$ cat src/rtl/comp_seq_nbit.sv
// comp_seq_nbit
//   Sequential magnitude comparator. Compares two WIDTH-bit operands one
//   CHUNK-bit slice per clock, most significant slice first, and finishes at
//   the first slice that differs (or after slice 0 when the operands are equal).
//   Supports unsigned and two's-complement compares, with a start/done handshake.
//
// Parameters
//   WIDTH  operand width, integer multiple of CHUNK
//   CHUNK  slice width examined per cycle
//
// Ports
//   clk          rising-edge clock
//   rst_n        synchronous active-low reset
//   start        compare request, accepted only while idle
//   a, b         operands, captured on the accepting edge
//   signed_mode  1 = two's-complement compare, 0 = unsigned; captured with a/b
//   busy         high while a compare is in progress
//   done         one-cycle pulse when e/l/g update
//   e, l, g      result flags A==B, A<B, A>B; held until the next completion
module comp_seq_nbit #(
  parameter int WIDTH = 8,
  parameter int CHUNK = 2
) (
  input  logic             clk,
  input  logic             rst_n,
  input  logic             start,
  input  logic [WIDTH-1:0] a,
  input  logic [WIDTH-1:0] b,
  input  logic             signed_mode,
  output logic             busy,
  output logic             done,
  output logic             e,
  output logic             l,
  output logic             g
);

  localparam int NCHUNK = WIDTH / CHUNK;
  localparam int IDX_W  = (NCHUNK > 1) ? $clog2(NCHUNK) : 1;
  localparam logic [IDX_W-1:0] TOP_IDX  = IDX_W'(NCHUNK - 1);
  // Flipping the sign bit of both operands turns a two's-complement compare
  // into an unsigned (offset-binary) compare of the top slice.
  localparam logic [CHUNK-1:0] MSB_MASK = CHUNK'(1) << (CHUNK - 1);

  typedef enum logic {
    IDLE    = 1'b0,
    COMPARE = 1'b1
  } state_t;

  state_t            state_reg, state_next;
  logic [WIDTH-1:0]  a_reg, a_next;
  logic [WIDTH-1:0]  b_reg, b_next;
  logic              signed_reg, signed_next;
  logic [IDX_W-1:0]  idx_reg, idx_next;
  logic              done_reg, done_next;
  logic              e_reg, e_next;
  logic              l_reg, l_next;
  logic              g_reg, g_next;

  // Slice views of the captured operands
  logic [CHUNK-1:0]  a_slice [NCHUNK];
  logic [CHUNK-1:0]  b_slice [NCHUNK];

  genvar gi;
  generate
    for (gi = 0; gi < NCHUNK; gi++) begin : gen_slice
      assign a_slice[gi] = a_reg[gi*CHUNK +: CHUNK];
      assign b_slice[gi] = b_reg[gi*CHUNK +: CHUNK];
    end
  endgenerate

  logic             flip_msb;
  logic [CHUNK-1:0] cur_a, cur_b;
  logic             slice_lt, slice_gt, slice_eq, last_slice, finish;

  always_comb begin
    flip_msb   = signed_reg && (idx_reg == TOP_IDX);
    cur_a      = a_slice[idx_reg] ^ (flip_msb ? MSB_MASK : '0);
    cur_b      = b_slice[idx_reg] ^ (flip_msb ? MSB_MASK : '0);
    slice_lt   = (cur_a < cur_b);
    slice_gt   = (cur_a > cur_b);
    slice_eq   = (cur_a == cur_b);
    last_slice = (idx_reg == '0);
    finish     = (state_reg == COMPARE) && (!slice_eq || last_slice);
  end

  // State and datapath registers
  always_ff @(posedge clk) begin
    if (!rst_n) begin
      state_reg  <= IDLE;
      a_reg      <= '0;
      b_reg      <= '0;
      signed_reg <= 1'b0;
      idx_reg    <= '0;
      done_reg   <= 1'b0;
      e_reg      <= 1'b0;
      l_reg      <= 1'b0;
      g_reg      <= 1'b0;
    end else begin
      state_reg  <= state_next;
      a_reg      <= a_next;
      b_reg      <= b_next;
      signed_reg <= signed_next;
      idx_reg    <= idx_next;
      done_reg   <= done_next;
      e_reg      <= e_next;
      l_reg      <= l_next;
      g_reg      <= g_next;
    end
  end

  // Next-state logic
  always_comb begin
    state_next  = state_reg;
    a_next      = a_reg;
    b_next      = b_reg;
    signed_next = signed_reg;
    idx_next    = idx_reg;
    case (state_reg)
      IDLE: begin
        if (start) begin
          a_next      = a;
          b_next      = b;
          signed_next = signed_mode;
          idx_next    = TOP_IDX;
          state_next  = COMPARE;
        end
      end
      COMPARE: begin
        if (finish) begin
          state_next = IDLE;
        end else begin
          idx_next = idx_reg - IDX_W'(1);
        end
      end
      default: state_next = IDLE;
    endcase
  end

  // Result logic: flags only change on completion, so the previous result
  // stays visible while a new compare runs.
  always_comb begin
    done_next = 1'b0;
    e_next    = e_reg;
    l_next    = l_reg;
    g_next    = g_reg;
    if (finish) begin
      done_next = 1'b1;
      e_next    = slice_eq;
      l_next    = slice_lt;
      g_next    = slice_gt;
    end
  end

  assign busy = (state_reg == COMPARE);
  assign done = done_reg;
  assign e    = e_reg;
  assign l    = l_reg;
  assign g    = g_reg;

endmodule

$ cat config.mk
export PLATFORM = sky130hd
export DESIGN_NAME = comp_seq_nbit
export DESIGN_NICKNAME = d
export VERILOG_FILES = /design/src/rtl/comp_seq_nbit.sv
export SDC_FILE = /design/constraint.sdc
export NUM_CORES = 1
export LEC_CHECK = 0
export CAP_MARGIN = 5
export CELL_PAD_IN_SITES_DETAIL_PLACEMENT = 1
export CELL_PAD_IN_SITES_GLOBAL_PLACEMENT = 1
export CORE_MARGIN = 1
export CORE_UTILIZATION = 36
export DETAILED_ROUTE_END_ITERATION = 6
export GPL_ROUTABILITY_DRIVEN = 0
export HOLD_SLACK_MARGIN = 0.1
export PLACE_DENSITY = 0.89
export SKIP_CTS_REPAIR_TIMING = 1
export SYNTH_ARGS = -nofsm -noshare
export SYNTH_HDL_FRONTEND = slang
export SYNTH_SLANG_ARGS = --single-unit
$ cat constraint.sdc
create_clock -name clk -period 2.8 [get_ports clk]
set_input_delay 0.84 -clock clk [delete_from_list [all_inputs] [get_ports clk]]
set_output_delay 0.84 -clock clk [all_outputs]
set_load 0.01 [all_outputs]
==> run_results.csv <==
group,metric,value,unit
clock_tree,insertion_delay,320,ps
synth,synth_seq_cells,24,
synth,ys.warnings.count,0,
worst_setup_path,cp_max_fo,7,
synth,synth_fp_nets,143,
timing,setup_slack,563,ps
detailed_routing,drt.antenna.violating_nets,0,
cells_and_area,fillCellCount,339,
flow_run,drv_cap,0,
clock_tree,clk_path_buf_depth,2,
cells_and_area,drive_gt1_share,5.67,%
synth,synth-edff-count,0,
detailed_routing,drc_errors,0,
synth,async_flop_share,0,%
global_routing,grt_max_degree,20,
timing,rsz0062_at_grt,"no",
worst_setup_path,r2r_end,"idx_reg[1]$_SDFFE_PN0P_",
timing,finalSetupTns,0,ps
cells_and_area,diodes,0,
worst_hold_path,hold_end,"a_reg[7]$_SDFFE_PN0P_",
synth,synth_area_per_cell,8.94,µm²
synth,syn_area,0.00106,mm²
detailed_routing,drtIter0Drc,30,
power,ir_drop,290,µV
cells_and_area,area_delta_synth_final,25.6,%
cells_and_area,num-nets-final,166,
worst_hold_path,hp-class,"register to register",
clock_tree,clock-sinks,24,
global_routing,antenna_found_initial,0,
worst_setup_path,regToRegStartpoint,"idx_reg[0]$_SDFFE_PN0P_",
clock_tree,clkSlewWorstSetupHoldPaths,130,ps
worst_setup_path,cp.required,3040,ps
worst_setup_path,crit_type,"register to register",
global_routing,overflow,0,
timing,whs,465,ps
clock_tree,cts_root_buffer,"clkbuf_4",
floorplanning,row_count,19,
clock_tree,htreeDepth,1,
floorplanning,die-area,0.00318,mm²
timing,drv_slew,0,
worst_hold_path,min_from,"a_reg[7]$_SDFFE_PN0P_",
cells_and_area,fin_util,48.0,%
timing,tightest_slew,613,ps
floorplanning,core-area,0.00278,mm²
global_routing,grt_use_total,16.3,%
power,pwr_density_cell,543,mW/mm²
placed_design,pre_cts_slack,627,ps
timing,finClkSkew,2.96,ps
detailed_routing,post_drt_wl_per_cell,13.7,µm
floorplanning,start_util,38.2,%
worst_setup_path,reg2reg_depth,6,
clock_tree,cts-buffers-inserted,3,
detailed_routing,routed_wl,2.36,mm
clock_tree,tritoncts,"built",
power,power,725,µW
synth,synthCells,119,
timing,fmax,447,MHz
floorplanning,ios,25,
detailed_routing,vias,875,
floorplanning,die_width,56.4,µm
placed_design,dp_hpwl,1.74,mm
synth,synth-main-ff-cell,"dfxtp_1",
worst_hold_path,hold_depth,2,
worst_setup_path,crit_arrival,2480,ps
worst_setup_path,worstSetupStartpointType,"register",
global_routing,grt_pass1_vias,921,
global_routing,grt_pass1_wl,4.01,mm
outcome,status,"complete, no violations",
worst_setup_path,end_kind,"register",
floorplanning,die_y,56.4,µm
timing,slew_headroom,59.1,%
timing,setup_viol,0,
power,p_leak,0.516,nW
placed_design,port_buffers,24,
timing,finalHoldViolCount,0,
synth,synth_cell_types,26,
timing,fin_crit,2240,ps
synth,synth_seq_area_share,45.2,%
detailed_routing,firstDrtPassIters,4,
worst_setup_path,rrSetupSlack,560,ps
detailed_routing,routed_via_density,5.09,
timing,finalCritPeriodShare,79.9,%
[cells by family after synthesis]
kind of cell	count (synthesis)	share of synthesized area, %
AOI/OAI and AO/OA	25	13.1
xor gates and xnor gates	2	1.65
adders and majority gates	4	4.71
buffers and inverters	12	6.82
DFF	24	45.2
muxes	5	10.1
and+or+nand+nor	47	18.5
[area by class of cell]
| class | instances | area, µm² | share of cell area (%) |
|---|---|---|---|
| clock buffer | 4 | 36.3 | 2.72 |
| inverter | 4 | 15.0 | 1.12 |
| multi-input combinational | 83 | 510 | 38.2 |
| sequential | 24 | 480 | 36.0 |
| tap | 31 | 38.8 | 2.90 |
| timing repair buffer | 26 | 255 | 19.1 |
[power breakdown]
part	switching (mW)	total (mW)	internal, mW
Clock	0.108	0.188	0.0796
Combinational	0.0688	0.150	0.0810
Sequential	0.0205	0.388	0.367
Total	0.197	0.725	0.528
[layout by cell type, fill, tap and decap left out, types with 3 or more instances in the layout]
master and n:
nand2_1 38, dfxtp_1 24, clkdlybuf4s50_1 24, a21oi_1 19, inv_1 4, ha_1 4
clkbuf_4 3
[how the worst max path moves through the flow]
stage,startpoint,slack [ps],endpoint
finish,idx_reg[0]$_SDFFE_PN0P_,560,idx_reg[1]$_SDFFE_PN0P_
global route,idx_reg[1]$_SDFFE_PN0P_,400,idx_reg[1]$_SDFFE_PN0P_
CTS,idx_reg[0]$_SDFFE_PN0P_,540,idx_reg[1]$_SDFFE_PN0P_
detailed placement,rst_n,630,idx_reg[0]$_SDFFE_PN0P_
global placement,rst_n,650,idx_reg[0]$_SDFFE_PN0P_
floorplan,idx_reg[0]$_SDFFE_PN0P_,820,l$_SDFFE_PN0P_
[Yosys cell counts, types with 2 or more instances]
| cell | n | area share, % |
|---|---|---|
| nand2_1 | 38 | 13 |
| dfxtp_1 | 24 | 45 |
| a21oi_1 | 19 | 8.9 |
| ha_1 | 4 | 4.7 |
| inv_1 | 4 | 1.4 |
| buf_4 | 3 | 2.1 |
| a211oi_1 | 2 | 1.4 |
| buf_6 | 2 | 2.1 |
| clkbuf_1 | 2 | 0.71 |
| mux4_1 | 2 | 4.9 |
| mux4_2 | 2 | 4.2 |
| nor2_1 | 2 | 0.71 |
| nor2b_1 | 2 | 1.2 |
[routing by layer]
metal / part of all wire [%] / global-route usage, % / vias up
li1: - / - / 443
met4: 1.7 / 6.97 / 0
met1: 43 / 17.1 / 407
met3: 4.1 / 4.15 / 4
met2: 51 / 30.3 / 21
met5: 0 / 0 / -
[metrics by stage]
stage	std cells	cell area, µm²
6_report	172	1340
5_1_grt	172	1340
4_1_cts	172	1340
3_5_place_dp	168	1300
3_3_place_gp	168	1300
2_1_floorplan	119	1060
[critical path, stage by stage (launching register included)]
cell,delay (ps)
dfxtp_1,520
mux4_2,570
xnor2_1,140
ha_1,310
and4b_1,300
nor3_1,80
a211oi_1,240
No activity file was read; power rests on OpenSTA's default activity.
